**config.mk**
```make
export PLATFORM = sky130hd
export DESIGN_NAME = or_event_monitor
export DESIGN_NICKNAME = d
export VERILOG_FILES = /design/src/rtl/or_mon_pkg.sv /design/src/rtl/sync_bit.sv /design/src/rtl/or_event_monitor.sv
export SDC_FILE = /design/constraint.sdc
export NUM_CORES = 1
export LEC_CHECK = 0
export CELL_PAD_IN_SITES_DETAIL_PLACEMENT = 0
export CELL_PAD_IN_SITES_GLOBAL_PLACEMENT = 1
export CORE_ASPECT_RATIO = 0.5
export CORE_MARGIN = 5
export CORE_UTILIZATION = 37
export DETAILED_ROUTE_END_ITERATION = 10
export GPL_ROUTABILITY_DRIVEN = 0
export PLACE_DENSITY_LB_ADDON = 0.1
export REMOVE_ABC_BUFFERS = 1
export SLEW_MARGIN = 20
export SYNTH_ARGS = -nofsm -noshare
export SYNTH_HDL_FRONTEND = slang
export SYNTH_HIERARCHICAL = 1
export SYNTH_SLANG_ARGS = --single-unit
export TNS_END_PERCENT = 100
```
**constraint.sdc**
```tcl
create_clock -name clk -period 2.36 [get_ports clk]
set_clock_uncertainty 0.2 [all_clocks]
set_input_delay 0.472 -clock clk [delete_from_list [all_inputs] [get_ports clk]]
set_output_delay 0.472 -clock clk [all_outputs]
set_load 0.1 [all_outputs]
```
**src/rtl/or_mon_pkg.sv**
```systemverilog
// ---------------------------------------------------------------------------
// or_mon_pkg
// Shared definitions for the OR-stage event monitor.
//   mon_state_t   : monitor FSM state encoding (IDLE, QUAL, HIGH)
//   *_D constants : default parameter values used by or_event_monitor
// ---------------------------------------------------------------------------
package or_mon_pkg;

    typedef enum logic [1:0] {
        IDLE = 2'd0,  // waiting for the synchronized input to rise
        QUAL = 2'd1,  // input high, but not yet for MIN_HIGH cycles
        HIGH = 2'd2   // qualified event in progress, measuring its length
    } mon_state_t;

    localparam int SYNC_STAGES_D = 2;
    localparam int CNT_W_D       = 8;
    localparam int MIN_HIGH_D    = 3;

endpackage : or_mon_pkg

```
**src/rtl/sync_bit.sv**
```systemverilog
// ---------------------------------------------------------------------------
// sync_bit
// Multi-flop synchronizer that brings one asynchronous bit into the clk
// domain. The chain is cleared by reset, so after reset is released the
// output restarts from 0 no matter what the input is doing.
// Ports:
//   clk    : destination clock, rising edge
//   rst_n  : asynchronous active-low reset
//   i_d    : asynchronous input bit
//   o_q    : synchronized bit (last flop of the chain)
// ---------------------------------------------------------------------------
module sync_bit #(
    parameter int SYNC_STAGES = 2   // legal range 2..4
) (
    input  logic clk,
    input  logic rst_n,
    input  logic i_d,
    output logic o_q
);

    logic [SYNC_STAGES-1:0] r_sync;

    // NOTE: sequential state is always assigned with <= so every flop samples
    // the pre-edge value of its neighbour; with = the chain would collapse
    // into a single stage in simulation.
    always_ff @(posedge clk or negedge rst_n) begin
        if (!rst_n) begin
            r_sync <= '0;
        end else begin
            r_sync <= {r_sync[SYNC_STAGES-2:0], i_d};
        end
    end

    assign o_q = r_sync[SYNC_STAGES-1];

endmodule : sync_bit

```
**src/rtl/or_event_monitor.sv**
```systemverilog
// ---------------------------------------------------------------------------
// or_event_monitor
// Watches the asynchronous output of the four-input OR stage, synchronizes
// it, rejects high pulses shorter than MIN_HIGH clocks, counts qualified
// events and reports the length of each qualified high pulse.
// Ports:
//   clk         : system clock, rising edge
//   rst_n       : asynchronous active-low reset
//   f_in        : OR-stage output, asynchronous to clk
//   enable      : 0 forces the FSM to IDLE (counters and high_len hold)
//   clr         : synchronous clear of event_count, overflow and high_len
//   event_pulse : one-cycle pulse per qualified event
//   event_count : saturating count of qualified events
//   overflow    : sticky, set by an event arriving with event_count at max
//   high_len    : saturating length in clocks of the last qualified pulse
//   len_valid   : one-cycle pulse when high_len updates
//   level       : 1 while the FSM is in HIGH
// All outputs come straight from flops; f_in only reaches them through the
// synchronizer and the FSM.
// ---------------------------------------------------------------------------
module or_event_monitor
    import or_mon_pkg::*;
#(
    parameter int SYNC_STAGES = SYNC_STAGES_D,  // 2..4
    parameter int CNT_W       = CNT_W_D,
    parameter int MIN_HIGH    = MIN_HIGH_D      // 1..2^CNT_W-1
) (
    input  logic             clk,
    input  logic             rst_n,
    input  logic             f_in,
    input  logic             enable,
    input  logic             clr,
    output logic             event_pulse,
    output logic [CNT_W-1:0] event_count,
    output logic             overflow,
    output logic [CNT_W-1:0] high_len,
    output logic             len_valid,
    output logic             level
);

    localparam logic [CNT_W-1:0] CNT_MAX    = '1;
    localparam logic [CNT_W-1:0] MIN_HIGH_C = CNT_W'(MIN_HIGH);

    // Synchronized input: the FSM never looks at f_in directly.
    logic w_f_s;

    sync_bit #(
        .SYNC_STAGES (SYNC_STAGES)
    ) u_sync (
        .clk   (clk),
        .rst_n (rst_n),
        .i_d   (f_in),
        .o_q   (w_f_s)
    );

    mon_state_t       r_state;
    logic [CNT_W-1:0] r_run_len;
    logic             r_event_pulse;
    logic             r_len_valid;
    logic [CNT_W-1:0] r_event_count;
    logic             r_overflow;
    logic [CNT_W-1:0] r_high_len;

    mon_state_t       w_state_next;
    logic [CNT_W-1:0] w_run_len_next;
    logic [CNT_W-1:0] w_run_inc;
    logic             w_fire;
    logic             w_len_upd;

    // run_len never wraps here: in QUAL it stays below MIN_HIGH, and in
    // HIGH the increment is only taken below CNT_MAX.
    assign w_run_inc = r_run_len + CNT_W'(1);

    // -----------------------------------------------------------------------
    // Next-state / action decode
    // -----------------------------------------------------------------------
    always_comb begin
        // NOTE: every signal written here gets a default first, so no path
        // through the case leaves one unassigned and no latch is inferred.
        w_state_next   = r_state;
        w_run_len_next = r_run_len;
        w_fire         = 1'b0;
        w_len_upd      = 1'b0;

        if (!enable) begin
            w_state_next   = IDLE;
            w_run_len_next = '0;
        end else begin
            case (r_state)
                IDLE: begin
                    if (w_f_s) begin
                        w_run_len_next = CNT_W'(1);
                        if (MIN_HIGH == 1) begin
                            w_state_next = HIGH;
                            w_fire       = 1'b1;
                        end else begin
                            w_state_next = QUAL;
                        end
                    end
                end

                QUAL: begin
                    if (w_f_s) begin
                        w_run_len_next = w_run_inc;
                        if (w_run_inc == MIN_HIGH_C) begin
                            w_state_next = HIGH;
                            w_fire       = 1'b1;
                        end
                    end else begin
                        // Too short: a glitch, dropped without a length report.
                        w_state_next   = IDLE;
                        w_run_len_next = '0;
                    end
                end

                HIGH: begin
                    if (w_f_s) begin
                        if (r_run_len != CNT_MAX) begin
                            w_run_len_next = w_run_inc;
                        end
                    end else begin
                        w_state_next   = IDLE;
                        w_run_len_next = '0;
                        w_len_upd      = 1'b1;
                    end
                end

                default: begin
                    w_state_next   = IDLE;
                    w_run_len_next = '0;
                end
            endcase
        end
    end

    // -----------------------------------------------------------------------
    // State, pulses and counters
    // -----------------------------------------------------------------------
    always_ff @(posedge clk or negedge rst_n) begin
        if (!rst_n) begin
            r_state       <= IDLE;
            r_run_len     <= '0;
            r_event_pulse <= 1'b0;
            r_len_valid   <= 1'b0;
            r_event_count <= '0;
            r_overflow    <= 1'b0;
            r_high_len    <= '0;
        end else begin
            r_state       <= w_state_next;
            r_run_len     <= w_run_len_next;
            r_event_pulse <= w_fire;
            r_len_valid   <= w_len_upd;

            // clr wins over a same-cycle increment or length update, but the
            // pulses above still go out so downstream sees the event.
            if (clr) begin
                r_event_count <= '0;
                r_overflow    <= 1'b0;
                r_high_len    <= '0;
            end else begin
                if (w_fire) begin
                    if (r_event_count != CNT_MAX) begin
                        r_event_count <= r_event_count + CNT_W'(1);
                    end else begin
                        r_overflow <= 1'b1;
                    end
                end
                if (w_len_upd) begin
                    r_high_len <= r_run_len;
                end
            end
        end
    end

    assign event_pulse = r_event_pulse;
    assign event_count = r_event_count;
    assign overflow    = r_overflow;
    assign high_len    = r_high_len;
    assign len_valid   = r_len_valid;
    assign level       = (r_state == HIGH);

endmodule : or_event_monitor

```
Yosys cells after proc, flatten, opt, wreduce, memory -nomap -nowiden
Cells that the tools add are included.
- register bits: 31
- bits in latches: 0
- memory bits (writable): 0
- memory bits (read-only): 0
- output and inout port bits: 20
- memories: 0
- add/sub/neg operators: 2
- multipliers: 0
- div/mod/pow operators: 0
- $lt $le $gt $ge: 0
- eq/ne operators: 10
- shifts and indexed selects: 0
- muxes and demuxes: 27
- bitwise operators: 0
- reduce and logical (&&, ||, !) cells: 8
- operators with widths (cell ; count):
    $mux W8 ; 10
    $pmux W8 S3 ; 1
    $add A8 B1 Y8 const B ; 2
    $ne A8 B8 Y1 const B ; 2
    $mux W1 ; 10
    $mux W2 ; 5
    $eq A8 B2 Y1 const B ; 1
    $ne A4 B4 Y1 const B ; 2
    $pmux W2 S3 ; 1
    $reduce_and A2 Y1 ; 3
    $reduce_bool A2 Y1 ; 3
    $ne A3 B2 Y1 const B ; 1
    $ne A3 B3 Y1 const B ; 1
    $reduce_and A3 Y1 ; 1
    $eq A2 B1 Y1 const B ; 1
    $eq A2 B2 Y1 const B ; 1
    $logic_not A2 Y1 ; 1
    $ne A2 B2 Y1 const B ; 1

Depth between registers and ports, before layout
Gate-level depths: netlist of run 1.
- depth in word-level cells: 8
- mapped depth: 9
- mapped depth without buffers: 8

Modules after synthesis
Netlist of run 1, hierarchy kept.
- by module, submodules not included (module ; times used ; cells an instance ; area each (µm²)):
    or_event_monitor ; 1 ; 177 ; 1650.3
    sync_bit ; 1 ; 2 ; 50.0

Least setup slack after synthesis of run 1
OpenSTA, ideal clock, no wires.
- kind: reg2reg
- from: register r_event_count[1], in the netlist event_count[1]
- to: register r_event_count[5], in the netlist event_count[5]
- library setup time: 0.100 ns
- arrival time: 2.457 ns
- required time: 2.060 ns
- slack: -0.397 ns
- stages on the path, launching flop included: 7
- path through: dfrtp_1 ha_1 and3_1 nand3_1 or3_1 and2_1 a311oi_1
- word-level cells in the longest chain between the ends: 4
- ends and longest elaborated chain (what ; RTL line ; RTL):
    start: declaration ; or_event_monitor.sv:60 ; logic [CNT_W-1:0] r_event_count;
    start signal: assignment ; or_event_monitor.sv:163 ; r_event_count <= r_event_count + CNT_W'(1);
    $add A8 B1 Y8 ; or_event_monitor.sv:163 ;
    $mux W8 ; or_event_monitor.sv:162 ; if (r_event_count != CNT_MAX) begin
    $mux W8 ; or_event_monitor.sv:161 ; if (w_fire) begin
    $mux W8 ; or_event_monitor.sv:156 ; if (clr) begin
Parallel ways exist; a longest one is shown, timed or not. The select of a mux whose other input is x is not followed.
A chain may end at the register's enable or synchronous reset.

Worst setup path after layout of run 1
- from: register r_run_len[0]
- to: register r_event_count[3], in the netlist event_count[3]
- word-level cells in the longest chain between the ends: 8
- ends and longest elaborated chain (what ; RTL line ; RTL):
    start: declaration ; or_event_monitor.sv:57 ; logic [CNT_W-1:0] r_run_len;
    start signal: assignment ; or_event_monitor.sv:150 ; r_run_len <= w_run_len_next;
    $add A8 B1 Y8 ; or_event_monitor.sv:72 ; assign w_run_inc = r_run_len + CNT_W'(1);
    $eq A8 B2 Y1 ; or_event_monitor.sv:105 ; if (w_run_inc == MIN_HIGH_C) begin
    $mux W1 ; or_event_monitor.sv:105 ;
    $mux W1 ; or_event_monitor.sv:103 ; if (w_f_s) begin
    $mux W1 ; or_event_monitor.sv:89 ; case (r_state)
    $mux W1 ; or_event_monitor.sv:85 ; if (!enable) begin
    $reduce_bool A2 Y1 (no line) ; - ;
    $reduce_and A2 Y1 (no line) ; - ;
No other way between the ends.

==> results of run 1 <==
Yosys cell counts (2+ instances only):
cell type,n
a211oi_1,2
o21ai_0,9
mux2_1,2
nor3_1,3
nand4_1,4
nor2b_1,5
dfrtp_1,31
a31oi_1,2
o31ai_1,5
nand2b_1,3
mux2i_1,7
or3_1,2
clkbuf_1,9
a211o_1,2
nand3_1,9
and3_1,5
nor2_1,22
nand2_1,11
a311oi_1,2
a21oi_1,12
inv_1,6
ha_1,8
final cells by class:
type                    count  area [um2]
clock buffers               6        82.6
clock inverters             1        5.00
fillers                   431        2000
inverters                   6        22.5
multi-input cells         133         977
flip-flops and latches     31         776
well taps                  57        71.3
repair buffers             61         485
flip-flops by register name, indices dropped and copies added, names as in the netlist:
signal	count
high_len	8
u_sync/r_sync	2
len_valid	1
r_state	2
r_run_len	8
event_count	8
overflow	1
event_pulse	1
how the worst max path moves through the flow:
| stage | end | slack (ns) | depth (start not counted) |
|---|---|---|---|
| after floorplan | event_count[5]$_DFFE_PN0P_ | -0.40 | 6 |
| after global placement | event_count[3]$_DFFE_PN0P_ | -0.07 | 7 |
| after detailed placement | event_count[3]$_DFFE_PN0P_ | -0.16 | 7 |
| after CTS | event_count[3]$_DFFE_PN0P_ | -0.08 | 7 |
| after global routing | event_count[3]$_DFFE_PN0P_ | -0.18 | 7 |
| final | event_count[3]$_DFFE_PN0P_ | -0.10 | 7 |
stage by stage:
step	worst slack, ns	TNS, ns	area [um2]	total power, mW	hold WS, ns
6_report	-0.105	-0.119	2420	1.18	0.149
5_1_grt	-0.182	-0.550	2420	1.24	0.156
4_1_cts	-0.0799	-0.155	2310	1.19	0.151
3_5_place_dp	-0.161	-0.664	2190	0.757	0.137
3_3_place_gp	-0.0681	-0.261	2190	0.751	0.134
2_1_floorplan	-0.397	-4.48	1670	0.660	-0.0236
cell families (layout without fill, tap and decap cells):
kind of cell	Yosys count	in the layout
simple gates	71	71
compound gates	44	44
flops	31	31
buf+inv	15	74
mux	9	9
fa+ha+maj	8	8
xor+xnor	1	1
worst max-delay path, cell delays in order (launching register included):
cell and delay, ns:
dfrtp_1 0.38, ha_2 0.20, nor2_2 0.13, a21oi_2 0.04
or4b_4 0.53, a211o_1 0.34, nor3_2 0.22, mux2_4 0.32
routing by layer:
layer | up-vias | track usage, % | share of wire [%]
met5 | - | 0 | 0
met4 | 0 | 5.35 | 1.1
met3 | 6 | 5.56 | 5.0
met2 | 37 | 23.7 | 45
met1 | 763 | 21.7 | 49
li1 | 766 | - | -
repair_timing:
item | CTS | global route
cloned | 0 | 1
setup endpoints to repair | 9 | 9
gates resized for setup | 7 | 19
pin swaps | 3 | 5
setup buffers | 0 | 3
power by group:
part	switching, mW	internal [mW]	leakage [nW]	total (mW)
Combinational	0.114	0.0826	0.672	0.197
Sequential	0.0117	0.544	0.426	0.556
Clock	0.199	0.229	0.0470	0.428
==> impl_metrics.env, run 1 <==
export IMPL_cts_sinks=31
export IMPL_yosys_area_top_type="dfrtp_1"
export IMPL_min_path_type="flip-flop to flip-flop"
export IMPL_routedWlPerCell_um=15.7
export IMPL_ios=25
export IMPL_die_w_um=106
export IMPL_path_class="flip-flop to flip-flop"
export IMPL_io_buffers=24
export IMPL_synth_top_family_by_area="simple AND/OR/NAND/NOR gates"
export IMPL_cap_viol_max_count=0
export IMPL_synth_compound_area_share_pct=18.0
export IMPL_min_from="u_sync/r_sync[0]$_DFF_PN0_"
export IMPL_holdBufCountCts=0
export IMPL_drtIter0Drc=56
export IMPL_clock_fmax_mhz=406
export IMPL_r2r_start="r_run_len[0]$_DFFE_PN0P_"
export IMPL_p_per_area_mw_per_mm2=488
export IMPL_grt_usage_pct=15.9
export IMPL_min_period_ns=2.46
export IMPL_synth_adder_area_share_pct=5.89
export IMPL_die_area_mm2=0.00613
export IMPL_synth_avg_cell_area_um2=9.50
export IMPL_nNetsFinal=251
export IMPL_r2r_slack_ns=-0.10
export IMPL_async_flop_share_pct=100
export IMPL_cp_max_fo=3
export IMPL_drc=0
export IMPL_yosys_most_used_dff="dfrtp_1"
export IMPL_ir_drop_uv=250
export IMPL_clk_path_buf_depth=2
export IMPL_core_area_mm2=0.00442
export IMPL_setup_slack_ns=-0.105
export IMPL_yosys_top_cells_area="dfrtp_1 46%, ha_1 5.9%, nor2_1 4.9%"
export IMPL_synth_xor_area_share_pct=0.515
export IMPL_finalNonFillerCells=295
export IMPL_synth_seq_cells=31
export IMPL_layout_common_cells="53 x buf_4, 31 x dfrtp_1, 20 x nor2_1"
export IMPL_clk_pin_slew_worst_paths_ns=0.07
export IMPL_syn_area_mm2=0.00170
export IMPL_numCtsBuffers=5
export IMPL_diodes=0
export IMPL_critPathArrivalTime_ns=2.43
export IMPL_synthMuxAreaShare_pct=5.45
export IMPL_layout_commonest_cell="buf_4"
export IMPL_area_delta_synth_final_pct=42.3
export IMPL_grt_pass1_wl_mm=7.60
export IMPL_hold_viol=0
export IMPL_grt_pass1_vias=1527
export IMPL_drtPass1Iterations=4
export IMPL_setup_viol=2
export IMPL_htreeDepth=2
export IMPL_drv_slew=0
export IMPL_die_h_um=57.9
export IMPL_yosys_warnings=6
export IMPL_rsz0062_at_grt="yes"
export IMPL_synth_top_area_share_pct=45.6
export IMPL_critical_path_reg2reg_endpoint="event_count[3]$_DFFE_PN0P_"
export IMPL_ys_seq_area_share_pct=45.6
export IMPL_cts_root_buf="clkbuf_8"
export IMPL_post_route_period_util_pct=104
export IMPL_vias=1572
export IMPL_violations="setup timing"
export IMPL_antenna_found_initial=0
export IMPL_start_util_pct=38.4
export IMPL_tightest_slew_ns=0.413
export IMPL_min_to="u_sync/r_sync[1]$_DFF_PN0_"
export IMPL_p_leak_nw=1.15
export IMPL_crit_start="r_run_len[0]$_DFFE_PN0P_"
export IMPL_required_ns=2.33
export IMPL_r2r_cells=7
export IMPL_synthSimpleGateAreaFrac_pct=21.3
export IMPL_final_layout_size_suffix_gt1_share_pct=37.0
export IMPL_dp_cells=284
export IMPL_start_kind="flip-flop"
export IMPL_hpwl_mm=3.27
export IMPL_hold_path_cell_count=0
export IMPL_synth_edf_count=0
export IMPL_cts_tree="built"
export IMPL_final_util_pct=54.7
export IMPL_avgViaCountPerCell=5.33
export IMPL_ant_nets=0
export IMPL_synth_cell_types=40
export IMPL_drt_total_wl_mm=4.64
export IMPL_grt_max_degree=32
export IMPL_clock_latency_ns=0.28
export IMPL_row_count=17
export IMPL_end_kind="flip-flop"
export IMPL_max_slew_margin_pct=72.5
export IMPL_grt_overflow=0
export IMPL_syn_inst=179
export IMPL_outcome="finished, violations left"
Power figures use the tool's default switching activity.
==> inputs of run 2 (changes only) <==
SETUP_SLACK_MARGIN = 0.3   (was not set)
==> impl_metrics.env, run 2 (same netlist as run 1, synthesis figures left out) <==
export IMPL_p_leak_nw=1.18
export IMPL_holdBufCountCts=0
export IMPL_cts_sinks=31
export IMPL_layout_commonest_cell="buf_4"
export IMPL_cts_root_buf="clkbuf_8"
export IMPL_layout_common_cells="47 x buf_4, 30 x dfrtp_1, 18 x nor2_1"
export IMPL_cap_viol_max_count=0
export IMPL_min_path_type="flip-flop to flip-flop"
export IMPL_row_count=17
export IMPL_crit_buf_inv=0
export IMPL_total_power_mw=1.22
export IMPL_required_ns=2.33
export IMPL_min_period_ns=2.46
export IMPL_clock_fmax_mhz=406
export IMPL_min_to="u_sync/r_sync[1]$_DFF_PN0_"
export IMPL_grt_usage_pct=16.1
export IMPL_start_kind="flip-flop"
export IMPL_avgViaCountPerCell=5.38
export IMPL_routedWlPerCell_um=16.1
export IMPL_crit_family="simple AND/OR/NAND/NOR gates"
export IMPL_clk_pin_slew_worst_paths_ns=0.07
export IMPL_die_area_mm2=0.00613
export IMPL_ios=25
export IMPL_die_h_um=57.9
export IMPL_setup_viol=2
export IMPL_ant_nets=0
export IMPL_start_util_pct=38.4
export IMPL_outcome="finished, violations left"
export IMPL_hold_path_cell_count=0
export IMPL_grt_pass1_wl_mm=7.72
export IMPL_drt_total_wl_mm=4.76
export IMPL_path_cells="ha_4 -> nor2_2 -> a21oi_2 -> or4b_4 -> a211o_1 -> nor3_2 -> mux2_4"
export IMPL_drv_slew=0
export IMPL_whs_ns=0.150
export IMPL_drtIter0Drc=35
export IMPL_fin_area_mm2=0.00255
export IMPL_hold_viol=0
export IMPL_path_class="flip-flop to flip-flop"
export IMPL_grt_max_degree=32
export IMPL_core_area_mm2=0.00442
export IMPL_critPathSlowestCell="or4b_4"
export IMPL_nFillCells=408
export IMPL_dp_cells=284
export IMPL_critical_path_reg2reg_endpoint="event_count[3]$_DFFE_PN0P_"
export IMPL_cp_slowest_stage_delay_ns=0.53
export IMPL_critPathArrivalTime_ns=2.43
export IMPL_antenna_found_initial=0
export IMPL_cp_max_fo=3
export IMPL_placed_area_mm2=0.00219
export IMPL_die_w_um=106
export IMPL_r2r_cells=7
export IMPL_setup_slack_ns=-0.104
export IMPL_diodes=0
export IMPL_cts_tree="built"
export IMPL_finalNonFillerCells=296
export IMPL_final_layout_size_suffix_gt1_share_pct=41.0
export IMPL_rsz0062_at_grt="yes"
export IMPL_ir_drop_uv=251
export IMPL_grt_overflow=0
export IMPL_drc=0
export IMPL_violations="setup timing"
export IMPL_clock_latency_ns=0.28
export IMPL_final_util_pct=57.6
export IMPL_numCtsBuffers=5
export IMPL_end_kind="flip-flop"
export IMPL_r2r_slack_ns=-0.10
export IMPL_hpwl_mm=3.27
export IMPL_nNetsFinal=252
export IMPL_io_buffers=24
export IMPL_clk_path_buf_depth=2
export IMPL_r2r_start="r_run_len[0]$_DFFE_PN0P_"
export IMPL_p_per_area_mw_per_mm2=481
export IMPL_grt_pass1_vias=1573
export IMPL_crit_start="r_run_len[0]$_DFFE_PN0P_"
export IMPL_htreeDepth=2
export IMPL_min_from="u_sync/r_sync[0]$_DFF_PN0_"
export IMPL_tightest_slew_ns=0.408
export IMPL_vias=1593
export IMPL_max_slew_margin_pct=72.8
export IMPL_post_route_period_util_pct=104
export IMPL_drtPass1Iterations=4
export IMPL_area_delta_synth_final_pct=49.7
## run 2: cell count changes in the layout (fill, tap and decap cells not counted), moves of 2 or more
cell and change:
o21ai_0 -2, nor2_1 -2, buf_6 +8, ha_1 -2
buf_4 -6, ha_4 +3
## run 2: repair_timing
action | CTS | global route
setup buffers | 2 | 2
pin swaps | 7 | 5
resized for setup | 10 | 41
gates cloned | 1 | 0
endpoints found under the setup margin | 15 | 16
## run 2: worst reg2reg max path: stages, from the launching register on
cell,delay (ns)
dfrtp_1,0.42
ha_4,0.18
nor2_2,0.12
a21oi_2,0.04
or4b_4,0.53
a211o_1,0.33
nor3_2,0.21
mux2_4,0.32
## run 2: cell type report
| cell class | instances | area [um2] | share of cell area (%) |
|---|---|---|---|
| Multi-Input combinational cell | 133 | 1060 | 41.7 |
| Sequential cell | 31 | 777 | 30.5 |
| Tap cell | 57 | 71.3 | 2.80 |
| Timing Repair Buffer | 62 | 526 | 20.6 |
| Clock buffer | 6 | 82.6 | 3.24 |
| Clock inverter | 1 | 5.00 | 0.197 |
| Inverter | 6 | 22.5 | 0.885 |
## run 2: per-layer routing
metal	GRT usage [%]	wire, um
met2	24.8	2170
met1	21.5	2280
met4	5.35	42
met3	5.56	269
met5	0	0
## run 2: worst max-delay path by stage
stage | to | slack, ns | depth (start not counted)
detailed placement | event_count[3]$_DFFE_PN0P_ | -0.16 | 7
global route | event_count[3]$_DFFE_PN0P_ | -0.17 | 7
global placement | event_count[3]$_DFFE_PN0P_ | -0.07 | 7
CTS | event_count[3]$_DFFE_PN0P_ | -0.08 | 7
floorplan | event_count[5]$_DFFE_PN0P_ | -0.40 | 6
finish | event_count[3]$_DFFE_PN0P_ | -0.10 | 7
## run 2: power breakdown
part | switching (mW) | internal (mW)
logic | 0.129 | 0.111
clock network | 0.198 | 0.229
registers | 0.0133 | 0.544
## run 2: stage by stage
step / worst slack (ns) / TNS [ns]
detailed placement: -0.161 / -0.664
CTS: -0.0783 / -0.149
floorplan: -0.397 / -4.48
global route: -0.171 / -0.544
finish: -0.104 / -0.116
global placement: -0.0681 / -0.261
